File: config.mk
export PLATFORM = sky130hd
export DESIGN_NAME = commit_trace_queue
export DESIGN_NICKNAME = d
export VERILOG_FILES = /design/src/rtl/commit_trace_queue_pkg.sv /design/src/rtl/commit_trace_queue_trace_fifo.sv /design/src/rtl/commit_trace_queue.sv
export SDC_FILE = /design/constraint.sdc
export NUM_CORES = 1
export LEC_CHECK = 0
export CAP_MARGIN = 20
export CORE_ASPECT_RATIO = 2
export CORE_UTILIZATION = 45
export DETAILED_ROUTE_END_ITERATION = 12
export PLACE_DENSITY_LB_ADDON = 0.1
export SLEW_MARGIN = 15
export SYNTH_ARGS = -nofsm -noshare
export SYNTH_HDL_FRONTEND = slang
export SYNTH_SLANG_ARGS = --single-unit
File: constraint.sdc
create_clock -name clk -period 14.2 [get_ports clk]
set_clock_uncertainty 0.1 [all_clocks]
set_input_delay 1.42 -clock clk [delete_from_list [all_inputs] [get_ports clk]]
set_output_delay 1.42 -clock clk [all_outputs]
set_load 0.01 [all_outputs]
File: src/rtl/commit_trace_queue_pkg.sv
// Shared definitions for the commit trace queue: record layout, work-type
// codes and the issue FSM encoding.
package commit_trace_queue_pkg;

    localparam int INFO_W   = 72;
    localparam int SEQ_W    = 32;
    localparam int ADDR_LSB = 0;
    localparam int TYPE_LSB = 32;
    localparam int RD_LSB   = 34;
    localparam int DATA_LSB = 40;
    localparam int REC_W    = SEQ_W + INFO_W;

    typedef enum logic [1:0] {
        WORK_REG    = 2'b00,
        WORK_STORE  = 2'b01,
        WORK_BRANCH = 2'b10
    } work_type_e;

    typedef enum logic [1:0] {
        ST_IDLE      = 2'd0,
        ST_ISSUE     = 2'd1,
        ST_WAIT_BUSY = 2'd2,
        ST_WAIT_DONE = 2'd3
    } issue_state_e;

    // One buffered entry: sequence tag plus the raw commit record
    typedef struct packed {
        logic [SEQ_W-1:0]  seq;
        logic [INFO_W-1:0] info;
    } trace_rec_t;

    // Assemble a commit record from its fields; bit 39 is unused and left zero
    function automatic logic [INFO_W-1:0] make_info(input logic [31:0] data,
                                                    input logic [4:0]  rd,
                                                    input work_type_e  wt,
                                                    input logic [31:0] addr);
        logic [INFO_W-1:0] r;
        r = '0;
        r[DATA_LSB +: 32] = data;
        r[RD_LSB   +: 5]  = rd;
        r[TYPE_LSB +: 2]  = wt;
        r[ADDR_LSB +: 32] = addr;
        return r;
    endfunction

endpackage

File: src/rtl/commit_trace_queue_trace_fifo.sv
// Synchronous FIFO with wrap-bit pointers. A push while full is accepted
// only when a pop happens in the same cycle (the slot being read is reused).
module trace_fifo #(
    parameter int DEPTH = 8,
    parameter int W     = 104
) (
    input  logic                     clk,
    input  logic                     rst,
    input  logic                     push,
    input  logic [W-1:0]             wdata,
    input  logic                     pop,
    output logic [W-1:0]             rdata,
    output logic                     full,
    output logic                     empty,
    output logic [$clog2(DEPTH):0]   occupancy
);

    localparam int AW = $clog2(DEPTH);

    logic [W-1:0] mem_q [DEPTH];
    logic [AW:0]  wr_ptr_q, wr_ptr_d;
    logic [AW:0]  rd_ptr_q, rd_ptr_d;
    logic         do_push, do_pop;

    assign full      = (wr_ptr_q[AW] != rd_ptr_q[AW]) &&
                       (wr_ptr_q[AW-1:0] == rd_ptr_q[AW-1:0]);
    assign empty     = (wr_ptr_q == rd_ptr_q);
    assign occupancy = wr_ptr_q - rd_ptr_q;
    assign rdata     = mem_q[rd_ptr_q[AW-1:0]];

    assign do_pop  = pop && !empty;
    assign do_push = push && (!full || do_pop);

    // Next pointer values
    always_comb begin
        wr_ptr_d = wr_ptr_q;
        rd_ptr_d = rd_ptr_q;
        if (do_push) wr_ptr_d = wr_ptr_q + 1'b1;
        if (do_pop)  rd_ptr_d = rd_ptr_q + 1'b1;
    end

    // Pointer registers
    always_ff @(posedge clk or negedge rst) begin
        if (!rst) begin
            wr_ptr_q <= '0;
            rd_ptr_q <= '0;
        end else begin
            wr_ptr_q <= wr_ptr_d;
            rd_ptr_q <= rd_ptr_d;
        end
    end

    // Storage array, no reset needed since pointers define validity
    always_ff @(posedge clk) begin
        if (do_push) mem_q[wr_ptr_q[AW-1:0]] <= wdata;
    end

endmodule

File: src/rtl/commit_trace_queue.sv
// Commit trace queue: tags ROB commits with a sequence number, buffers them,
// and hands them one at a time to the slow UART formatter.
//
// Handshakes: the commit port has no ready; commit_stall (occupancy >= DEPTH-1)
// asks the ROB to hold, and a commit offered while full with no same-cycle pop
// is dropped and flagged in overflow. Toward the formatter, enable is a
// one-cycle pulse; the next record is offered only after fmt_busy has been
// seen high and then low again. rdy==0 freezes every register.
module commit_trace_queue
    import commit_trace_queue_pkg::*;
#(
    parameter int DEPTH = 8
) (
    input  logic              clk,
    input  logic              rst,
    input  logic              rdy,
    input  logic              commit_valid,
    input  logic [INFO_W-1:0] commit_info,
    input  logic              fmt_busy,
    output logic              commit_stall,
    output logic              enable,
    output logic [SEQ_W-1:0]  count_finished,
    output logic [INFO_W-1:0] rob_info,
    output logic              overflow,
    output issue_state_e      dbg_state
);

    localparam int AW = $clog2(DEPTH);

    logic [AW:0]       occupancy;
    logic              fifo_full, fifo_empty;
    trace_rec_t        head_rec, push_rec;
    logic              pop_fire, push_fire, drop;

    logic [SEQ_W-1:0]  seq_q, seq_d;
    logic              overflow_q, overflow_d;

    issue_state_e      state_q;
    logic              enable_q;
    logic [SEQ_W-1:0]  count_finished_q;
    logic [INFO_W-1:0] rob_info_q;

    assign pop_fire  = rdy && (state_q == ST_IDLE) && !fifo_empty && !fmt_busy;
    assign push_fire = rdy && commit_valid && (!fifo_full || pop_fire);
    assign drop      = rdy && commit_valid && fifo_full && !pop_fire;
    assign push_rec  = '{seq: seq_q, info: commit_info};

    trace_fifo #(
        .DEPTH (DEPTH),
        .W     (REC_W)
    ) u_fifo (
        .clk       (clk),
        .rst       (rst),
        .push      (push_fire),
        .wdata     (push_rec),
        .pop       (pop_fire),
        .rdata     (head_rec),
        .full      (fifo_full),
        .empty     (fifo_empty),
        .occupancy (occupancy)
    );

    // Sequence counter advances only on accepted commits; overflow is sticky
    always_comb begin
        seq_d      = seq_q;
        overflow_d = overflow_q | drop;
        if (push_fire) seq_d = seq_q + 1'b1;
    end

    // Sequence and overflow registers
    always_ff @(posedge clk or negedge rst) begin
        if (!rst) begin
            seq_q      <= '0;
            overflow_q <= 1'b0;
        end else begin
            seq_q      <= seq_d;
            overflow_q <= overflow_d;
        end
    end

    // Issue FSM: present head record, pulse enable, wait out the formatter
    always_ff @(posedge clk or negedge rst) begin
        if (!rst) begin
            state_q          <= ST_IDLE;
            enable_q         <= 1'b0;
            count_finished_q <= '0;
            rob_info_q       <= '0;
        end else if (rdy) begin
            case (state_q)
                ST_IDLE: begin
                    if (pop_fire) begin
                        count_finished_q <= head_rec.seq;
                        rob_info_q       <= head_rec.info;
                        enable_q         <= 1'b1;
                        state_q          <= ST_ISSUE;
                    end
                end
                ST_ISSUE: begin
                    enable_q <= 1'b0;
                    state_q  <= ST_WAIT_BUSY;
                end
                ST_WAIT_BUSY: begin
                    if (fmt_busy) state_q <= ST_WAIT_DONE;
                end
                ST_WAIT_DONE: begin
                    if (!fmt_busy) state_q <= ST_IDLE;
                end
                default: begin
                    enable_q <= 1'b0;
                    state_q  <= ST_IDLE;
                end
            endcase
        end
    end

    assign commit_stall   = (occupancy >= (AW+1)'(DEPTH-1));
    assign enable         = enable_q;
    assign count_finished = count_finished_q;
    assign rob_info       = rob_info_q;
    assign overflow       = overflow_q;
    assign dbg_state      = state_q;

endmodule

# ---- Word level (Yosys, flattened, before mapping)
# Memory sizes are Yosys's and may differ from the RTL's. A register that Yosys moved wholly into a read port is not among the register bits.
# Index checks and enable logic that the tools add are counted.
dict set report totals {
  reg_bits 44
  ram_bits 832
  output_inout_bits 109
  wordCells 52
  n_memories 1
}
# memory depth width read_ports rd_ports_with_merged_regs wr line_no
set memory_table {}
lappend memory_table {u_fifo.mem_q 8 104 1 1 1 commit_trace_queue_trace_fifo.sv:20} ;# logic [W-1:0] mem_q [DEPTH];
dict set report classes {
  addsub 4
  n_lt_le_gt_ge 1
  n_eq_ne 9
  muxes 8
  n_bitwise 1
  reduce_logical 22
}
# operator n
set ops {}
lappend ops {{32-bit by 1-bit adder with 32-bit output (second input constant)} 1}
lappend ops {{1-bit logical AND} 10}
lappend ops {{4-bit by 1-bit adder with 4-bit output (second input constant)} 2}
lappend ops {{2-bit one-hot mux with 4 select lines} 1}
lappend ops {{2-bit 2-to-1 mux} 3}
lappend ops {{2-bit inequality test (second input constant)} 3}
lappend ops {{3-bit AND reduction} 2}
lappend ops {{1-bit zero test} 5}
lappend ops {{2-bit == test (second input constant)} 2}
lappend ops {{4-bit == test} 1}
lappend ops {{4-bit by 3-bit greater-or-equal comparator with 1-bit output (second input constant)} 1}
lappend ops {{4-bit AND reduction} 1}
lappend ops {{4-bit subtractor} 1}
lappend ops {{3-bit == test} 1}
lappend ops {{1-bit 2-to-1 mux} 3}
lappend ops {{2-bit by 1-bit == test with 1-bit output (second input constant)} 1}
lappend ops {{2-bit zero test} 1}
lappend ops {{1-bit logical OR} 2}
lappend ops {{1-bit one-hot mux with 2 select lines} 1}
lappend ops {{2-bit nonzero test} 1}
lappend ops {{1-bit inequality test} 1}
lappend ops {{1-bit bitwise OR} 1}

# ---- Logic depth before layout (Yosys ltp)
# Gate-level depths: netlist (run 1).
dict set report logic_depth {
  depth_word 9
  ltp_mapped 11
}

# ---- Modules after synthesis
# Synthesis (run 1) repeated with hierarchy kept, for this count alone.
dict set report hier_totals {
  cells_unflattened 1857
  area_unflattened_um2 37443.4
}
# module instances cells_each area_each_um2
set by_module_without_submodules {}
lappend by_module_without_submodules {trace_fifo 1 1483 31844.3}
lappend by_module_without_submodules {commit_trace_queue 1 374 5599.1}

# ---- Worst setup path after synthesis (run 1)
# No wires, ideal clock.
dict set report synth_path {
  path_kind {input to register}
  startpoint {input fmt_busy}
  endpoint {memory u_fifo.mem_q[4][0] (enable)}
  setup_time_ns 0.860
  t_arrival_ns 12.731
  t_required_ns 13.240
  slack_ns 0.510
  cell_stages 4
  path_cell_list {nand3b_2 -> a31o_1 -> buf_2 -> nor4b_1}
}
dict set report synth_between {
  elab_chain_cells 7
  elab_cells_between_ends 9
  cone_classes {mux (2); reduce/logical (7)}
}
# element line_no
set synth_rtl {}
lappend synth_rtl {{start, declared} commit_trace_queue.sv:19} ;# input logic fmt_busy,
lappend synth_rtl {{1-bit zero test (*)} n/a}
lappend synth_rtl {{1-bit logical AND (*)} commit_trace_queue.sv:43} ;# assign pop_fire = rdy && (state_q == ST_IDLE) && !fifo_empty && !fmt_busy;
lappend synth_rtl {{1-bit logical OR or 1-bit logical AND (tied branches)} {commit_trace_queue.sv:44, commit_trace_queue_trace_fifo.sv:31}}
lappend synth_rtl {{1-bit logical AND or 1-bit logical OR (tied branches)} {commit_trace_queue.sv:44, commit_trace_queue_trace_fifo.sv:32}}
lappend synth_rtl {{1-bit logical AND (*)} commit_trace_queue_trace_fifo.sv:32} ;# assign do_push = push && (!full || do_pop);
lappend synth_rtl {{1-bit 2-to-1 mux (*)} commit_trace_queue_trace_fifo.sv:55} ;# if (do_push) mem_q[wr_ptr_q[AW-1:0]] <= wdata;
lappend synth_rtl {{1-bit 2-to-1 mux (implied by the code) (*)} commit_trace_queue_trace_fifo.sv:55}
lappend synth_rtl {{end, declared} commit_trace_queue_trace_fifo.sv:20}
# Mark *: on every way between the ends. The rest lies on a longest branch, timed or not.

# ---- Worst setup path in the final report (run 1)
dict set report layout_path {
  startpoint {register u_fifo.rd_ptr_q[1]}
  endpoint {memory u_fifo.mem_q[6][67] (enable)}
}
dict set report layout_between {
  elab_chain_cells 9
  elab_cells_between_ends 14
  cone_classes {eq/ne (2); mux (2); reduce/logical (10)}
}
# element line_no
set layout_rtl {}
lappend layout_rtl {{start, declared} commit_trace_queue_trace_fifo.sv:22} ;# logic [AW:0] rd_ptr_q, rd_ptr_d;
lappend layout_rtl {{start signal, assigned} commit_trace_queue_trace_fifo.sv:49} ;# rd_ptr_q <= rd_ptr_d;
lappend layout_rtl {{4-bit == test} commit_trace_queue_trace_fifo.sv:27} ;# assign empty = (wr_ptr_q == rd_ptr_q);
lappend layout_rtl {{1-bit zero test} {commit_trace_queue_trace_fifo.sv:31, commit_trace_queue.sv:43}}
lappend layout_rtl {{1-bit logical AND (2 in a row)} commit_trace_queue.sv:43}
lappend layout_rtl {{1-bit logical OR or 1-bit logical AND (tied branches)} {commit_trace_queue.sv:44, commit_trace_queue_trace_fifo.sv:31}}
lappend layout_rtl {{1-bit logical AND or 1-bit logical OR (tied branches)} {commit_trace_queue.sv:44, commit_trace_queue_trace_fifo.sv:32}}
lappend layout_rtl {{1-bit logical AND (*)} commit_trace_queue_trace_fifo.sv:32}
lappend layout_rtl {{1-bit 2-to-1 mux (*)} commit_trace_queue_trace_fifo.sv:55}
lappend layout_rtl {{1-bit 2-to-1 mux (implied by the code) (*)} commit_trace_queue_trace_fifo.sv:55}
# Marks and branches as above.

==> results of run 1 <==
-- critical path: cells and delay by family, from the launching register on --
kind,cells,cell delay [ns]
and+or+nand+nor,3,0.76
adders and majority gates,1,0.35
DFF,1,0.86
AOI/OAI and AO/OA,1,0.67
buffers and inverters,3,1.74
-- metal layers --
layer | share of wire | wire length, um
met1 | 0.40 | 33400
met2 | 0.53 | 44400
met3 | 0.044 | 3630
met4 | 0.021 | 1770
met5 | 0.00043 | 36
-- cell usage after synthesis, types with 6 or more instances --
master,count,area [um^2]
nand3_1,17,85.1
xnor2_1,35,307
inv_1,9,33.8
nand2_1,228,856
buf_1,15,56.3
mux4_2,208,4680
edfxtp_1,832,25000
clkbuf_1,36,135
nor3_1,6,30.0
buf_6,20,225
nand4_1,21,131
nor2_1,118,443
buf_4,12,90.1
buf_2,17,85.1
dfrtp_1,148,3700
a31oi_1,105,657
ha_1,11,138
-- final cells by class --
cell class	count	area, um^2	share of cell area
timing repair buffer	222	2160	0.0505
multi-input combinational	788	7760	0.181
inverter	10	45.0	0.00105
clock inverter	48	495	0.0116
tap	1050	1310	0.0307
sequential	980	28700	0.670
antenna	1	2.50	0.0000584
clock buffer	110	2360	0.0550
-- kinds of logic (layout without fill, tap and decap cells) --
| logic type | Yosys count | after routing | synth area share |
|---|---|---|---|
| AOI/OAI and AO/OA | 115 | 115 | 0.0204 |
| xor gates and xnor gates | 40 | 40 | 0.00966 |
| adders and majority gates | 12 | 12 | 0.00426 |
| buffers and inverters | 110 | 390 | 0.0170 |
| DFF | 980 | 980 | 0.775 |
| muxes | 213 | 213 | 0.128 |
| other | 0 | 1 | 0 |
| and+or+nand+nor | 408 | 408 | 0.0459 |
-- registers in the layout, indices dropped and copies added, names as in the netlist --
register and count:
u_fifo.mem_q 832, overflow 1, count_finished 32, enable 1, u_fifo.rd_ptr_q 4, seq_q 32, dbg_state 2, rob_info 72
u_fifo.wr_ptr_q 4
-- power groups by stage --
stage / logic (mW) / clock network, mW / registers [mW]
floorplan: 1.46 / 0 / 3.84
global placement: 2.22 / 0 / 3.88
CTS: 2.25 / 2.44 / 3.83
finish: 2.19 / 2.38 / 3.82
global route: 2.41 / 2.54 / 3.86
detailed placement: 2.24 / 0 / 3.89
-- worst min path at each step --
| stage | endpoint | startpoint |
|---|---|---|
| 6_report | overflow | overflow |
| 5_1_grt | overflow | overflow |
| 4_1_cts | overflow | overflow |
| 3_5_place_dp | overflow | overflow |
| 3_3_place_gp | overflow | overflow |
| 2_1_floorplan | overflow | overflow |
-- per-stage QoR --
stage	hold WS, ns	utilization	setup slack [ns]
after floorplan	0.413	-	0.510
after global placement	0.393	0.490	8.66
after detailed placement	0.382	0.490	8.63
after CTS	0.397	0.525	9.13
after global routing	0.405	0.526	8.92
final	0.385	0.526	9.26
==> results.sh, run 1 <==
export IMPL_status="finished, final reports clean"
export IMPL_avgViaCountPerCell=5.61
export IMPL_yosys_warnings=0
export IMPL_crit_type="reg2reg"
export IMPL_synth_nets=1967
export IMPL_drv_cap=0
export IMPL_rsz0062_at_grt="no"
export IMPL_slew_headroom=0.283
export IMPL_cp_start_kind="flop"
export IMPL_dp_cells=3049
export IMPL_ir_drop_uv=171
export IMPL_cts_tree="built"
export IMPL_crit_fanout=55
export IMPL_setup_violations_final=0
export IMPL_dieHeight_um=408
export IMPL_crit_chain="inv_1 -> ha_1 -> and3_1 -> a31oi_4 -> nand2_1 -> nor3b_2 -> buf_4 -> buf_4"
export IMPL_die_x_um=205
export IMPL_p_int_mw=5.93
export IMPL_instances_no_fill=3209
export IMPL_end_kind="flop"
export IMPL_hpwl_um=45500
export IMPL_hold_viol=0
export IMPL_use_met2=0.366
export IMPL_detail_route_wl_per_cell_um=25.9
export IMPL_period_needed_ns=4.94
export IMPL_placed_area_mm2=0.0399
export IMPL_finalMaxSlewViolations=0
export IMPL_tns_ns=0
export IMPL_dieArea_mm2=0.0835
export IMPL_coreArea_mm2=0.0815
export IMPL_synthCells=1878
export IMPL_critPathCapture="u_fifo.mem_q[6][67]"
export IMPL_netSwitchingFraction=0.292
export IMPL_grt_busiest_layer="met2"
export IMPL_p_clk_frac=0.283
export IMPL_design_area_mm2=0.0428
export IMPL_ff2ff_path_depth=8
export IMPL_postCtsHoldBufs=0
export IMPL_p_leak_nw=14.0
export IMPL_ys_async_sr_fraction=0.151
export IMPL_timing_rr_end="u_fifo.mem_q[6][67]"
export IMPL_combPwrFrac=0.261
export IMPL_place_congestion=0.740
export IMPL_postCtsSetupRepairBufs=0
export IMPL_fin_crit_sh=0.348
export IMPL_r2r_start="u_fifo.rd_ptr_q[1]"
export IMPL_required_ns=14.37
export IMPL_cts_path_max_buffers=3
export IMPL_seq_area_frac_synth=0.775
export IMPL_drtAntennaViolNets=0
export IMPL_critPathMostFrequentCell="buf_4"
export IMPL_hold_depth=1
export IMPL_cts_max_level=3
export IMPL_cts_buffers=86
export IMPL_worst_pin_slew_ns=1.08
export IMPL_worstHoldPathType="reg2reg"
export IMPL_row_count=148
export IMPL_met3_usage=0.0314
export IMPL_drc=0
export IMPL_critical_path_arrival_ns=5.11
export IMPL_grt_max_degree=108
export IMPL_netlist_area_mm2=0.0370
export IMPL_nNetsFinal=2177
export IMPL_synth_edf_count=832
export IMPL_max_stage_delay_ns=0.86
export IMPL_routed_wl_um=83200
export IMPL_dr_pass1_iters=5
export IMPL_ios=186
export IMPL_cts_resized_gates=0
export IMPL_final_cell_mix="edfxtp_1 (832), nand2_1 (228), mux4_2 (208)"
export IMPL_yosys_register_bits=980
export IMPL_clk_pin_slew_ns=0.06
export IMPL_drive_gt1_frac=0.184
export IMPL_grt_pass1_wl_um=126000
export IMPL_clock_fmax_mhz=203
export IMPL_met1_usage=0.260
export IMPL_io_buffer_count=185
export IMPL_drt_iter0_markers=1148
export IMPL_antenna_found_initial=5
export IMPL_cts_sinks=980
export IMPL_n_fill_cell=6547
export IMPL_clockRootBuffer="clkbuf_16"
export IMPL_avgSynthCellArea_um2=19.7
export IMPL_syn_to_final_growth_pct=15.7
export IMPL_powerDensity_mw_per_mm2=196
export IMPL_start_util=0.454
export IMPL_clk_latency_ns=0.67
export IMPL_track_usage=0.207
export IMPL_yosys_most_used_dff="edfxtp_1"
export IMPL_slowest_stage="dfrtp_4"
export IMPL_power_total_mw=8.39
export IMPL_final_common_cell="edfxtp_1"
export IMPL_crit_start="u_fifo.rd_ptr_q[1]"
export IMPL_grt_pass1_vias=19808
export IMPL_grt_remaining_overflow=0
export IMPL_p_switching_mw=2.45
export IMPL_rrSetupSlack_ns=9.26
export IMPL_via_count=18004
export IMPL_ys_types=43
export IMPL_seq_power_share=0.456
(Power assumes the default switching activity.)
==> run 2, diff against run 1 <==
==> constraint.sdc (replaced) <==
create_clock -name clk -period 4.4 [get_ports clk]
set_clock_uncertainty 0.1 [all_clocks]
set_input_delay 0.44 -clock clk [delete_from_list [all_inputs] [get_ports clk]]
set_output_delay 0.44 -clock clk [all_outputs]
set_load 0.01 [all_outputs]
==> run 2 against run 1 <==
Effect of this change: power rose to 3.3 times the previous value; die area is the same; register-to-register slack worse by 8.3 ns; worst setup slack got worse by 8.3 ns; cell count about the same; via count is 0.31% lower; critical endpoint is now u_fifo.mem_q[7][10].
==> results.sh, run 2 (synthesized netlist as in run 1, its figures left out) <==
export IMPL_status="finished, final reports clean"
export IMPL_utilization=0.530
export IMPL_critPathCapture="u_fifo.mem_q[7][10]"
export IMPL_end_kind="flop"
export IMPL_drv_cap=0
export IMPL_avgViaCountPerCell=5.59
export IMPL_clk_latency_ns=0.67
export IMPL_postCtsHoldBufs=1
export IMPL_largest_register_ffs=832
export IMPL_slew_headroom=0.267
export IMPL_period_needed_ns=3.42
export IMPL_fin_crit_sh=0.776
export IMPL_antenna_found_initial=6
export IMPL_crit_fanout=40
export IMPL_routed_wl_um=83100
export IMPL_tns_ns=0
export IMPL_cts_tree="built"
export IMPL_clk_pin_slew_ns=0.07
export IMPL_place_congestion=0.733
export IMPL_crit_type="reg2reg"
export IMPL_ff2ff_path_depth=6
export IMPL_detail_route_wl_per_cell_um=25.9
export IMPL_worstHoldPathType="in2reg"
export IMPL_grt_max_degree=130
export IMPL_rrSetupSlack_ns=0.98
export IMPL_grt_pass1_vias=19836
export IMPL_setup_violations_final=0
export IMPL_cp_start_kind="flop"
export IMPL_final_cell_mix="edfxtp_1 (832), nand2_1 (227), mux4_2 (208)"
export IMPL_clockRootBuffer="clkbuf_16"
export IMPL_r2r_start="u_fifo.wr_ptr_q[2]"
export IMPL_ir_drop_uv=479
export IMPL_rsz0062_at_grt="no"
export IMPL_drc=0
export IMPL_syn_to_final_growth_pct=16.7
export IMPL_io_buffer_count=185
export IMPL_finalMaxSlewViolations=0
export IMPL_cts_buffers=86
export IMPL_clock_fmax_mhz=293
export IMPL_hold_viol=0
export IMPL_worst_pin_slew_ns=1.10
export IMPL_place_worst_setup_slack_ns=0.883
export IMPL_coreArea_mm2=0.0815
export IMPL_cts_sinks=980
export IMPL_critical_path_arrival_ns=3.63
export IMPL_p_leak_nw=14.2
export IMPL_postCtsSetupRepairBufs=0
export IMPL_holdWs_ns=0.355
export IMPL_cts_max_level=3
export IMPL_required_ns=4.62
export IMPL_powerDensity_mw_per_mm2=632
export IMPL_via_count=17948
export IMPL_track_usage=0.206
export IMPL_grt_remaining_overflow=0
export IMPL_worst_slack_ns=0.984
export IMPL_grt_pass1_wl_um=126000
export IMPL_drtAntennaViolNets=0
export IMPL_dieArea_mm2=0.0835
export IMPL_dr_pass1_iters=5
export IMPL_cts_resized_gates=0
export IMPL_start_util=0.454
export IMPL_timing_rr_end="u_fifo.mem_q[7][10]"
export IMPL_die_x_um=205
export IMPL_dieHeight_um=408
export IMPL_hpwl_um=43600
export IMPL_nNetsFinal=2180
export IMPL_drive_gt1_frac=0.189
export IMPL_crit_start="u_fifo.wr_ptr_q[2]"
export IMPL_final_common_cell="edfxtp_1"
export IMPL_n_fill_cell=6497
export IMPL_cts_path_max_buffers=3
export IMPL_ios=186
export IMPL_row_count=148
export IMPL_drt_iter0_markers=955
run 2: worst min-delay path by stage:
stage	startpoint	to	slack (ns)	cells past startpoint
2_1_floorplan	rst	count_finished[0]	0.04	0
3_3_place_gp	overflow	overflow	0.37	1
3_5_place_dp	overflow	overflow	0.37	1
4_1_cts	rdy	enable	0.31	2
5_1_grt	rdy	enable	0.36	2
6_report	rdy	enable	0.36	2
run 2: metrics by stage:
step | cells | area, um^2 | power (mW)
finish | 3211 | 43200 | 27.3
global route | 3211 | 43200 | 28.6
CTS | 3209 | 43200 | 27.7
detailed placement | 3051 | 40300 | 19.9
global placement | 3051 | 40300 | 19.8
floorplan | 1878 | 37200 | 17.1
run 2: final cells by class:
class                           instances  area (um^2)  area share
Clock buffer                          117         2390      0.0553
Sequential cell                       980        28700       0.664
Inverter                               10         52.6     0.00122
Clock inverter                         40          489      0.0113
Antenna cell                            1         2.50   0.0000579
Tap cell                             1050         1310      0.0304
Multi-Input combinational cell        788         7850       0.182
Timing Repair Buffer                  225         2400      0.0556
run 2: routing by layer:
layer / up-vias / GRT usage / wire length, um
met2: 366 / 0.361 / 43800
met1: 9607 / 0.261 / 34100
met4: 10 / 0.0578 / 1780
met3: 108 / 0.0356 / 3370
li1: 7857 / - / -
met5: - / 0 / 57
run 2: worst max-delay path: stages (launching register included):
cell	delay, ns
dfrtp_1	0.75
ha_4	0.31
and3_4	0.22
a31oi_4	0.43
nand4_1	0.30
inv_6	0.52
buf_4	0.43
run 2: where the power goes:
part	switching (mW)	internal, mW
clock	3.34	4.42
combinational	3.89	3.56
sequential	0.743	11.4
total	7.97	19.3
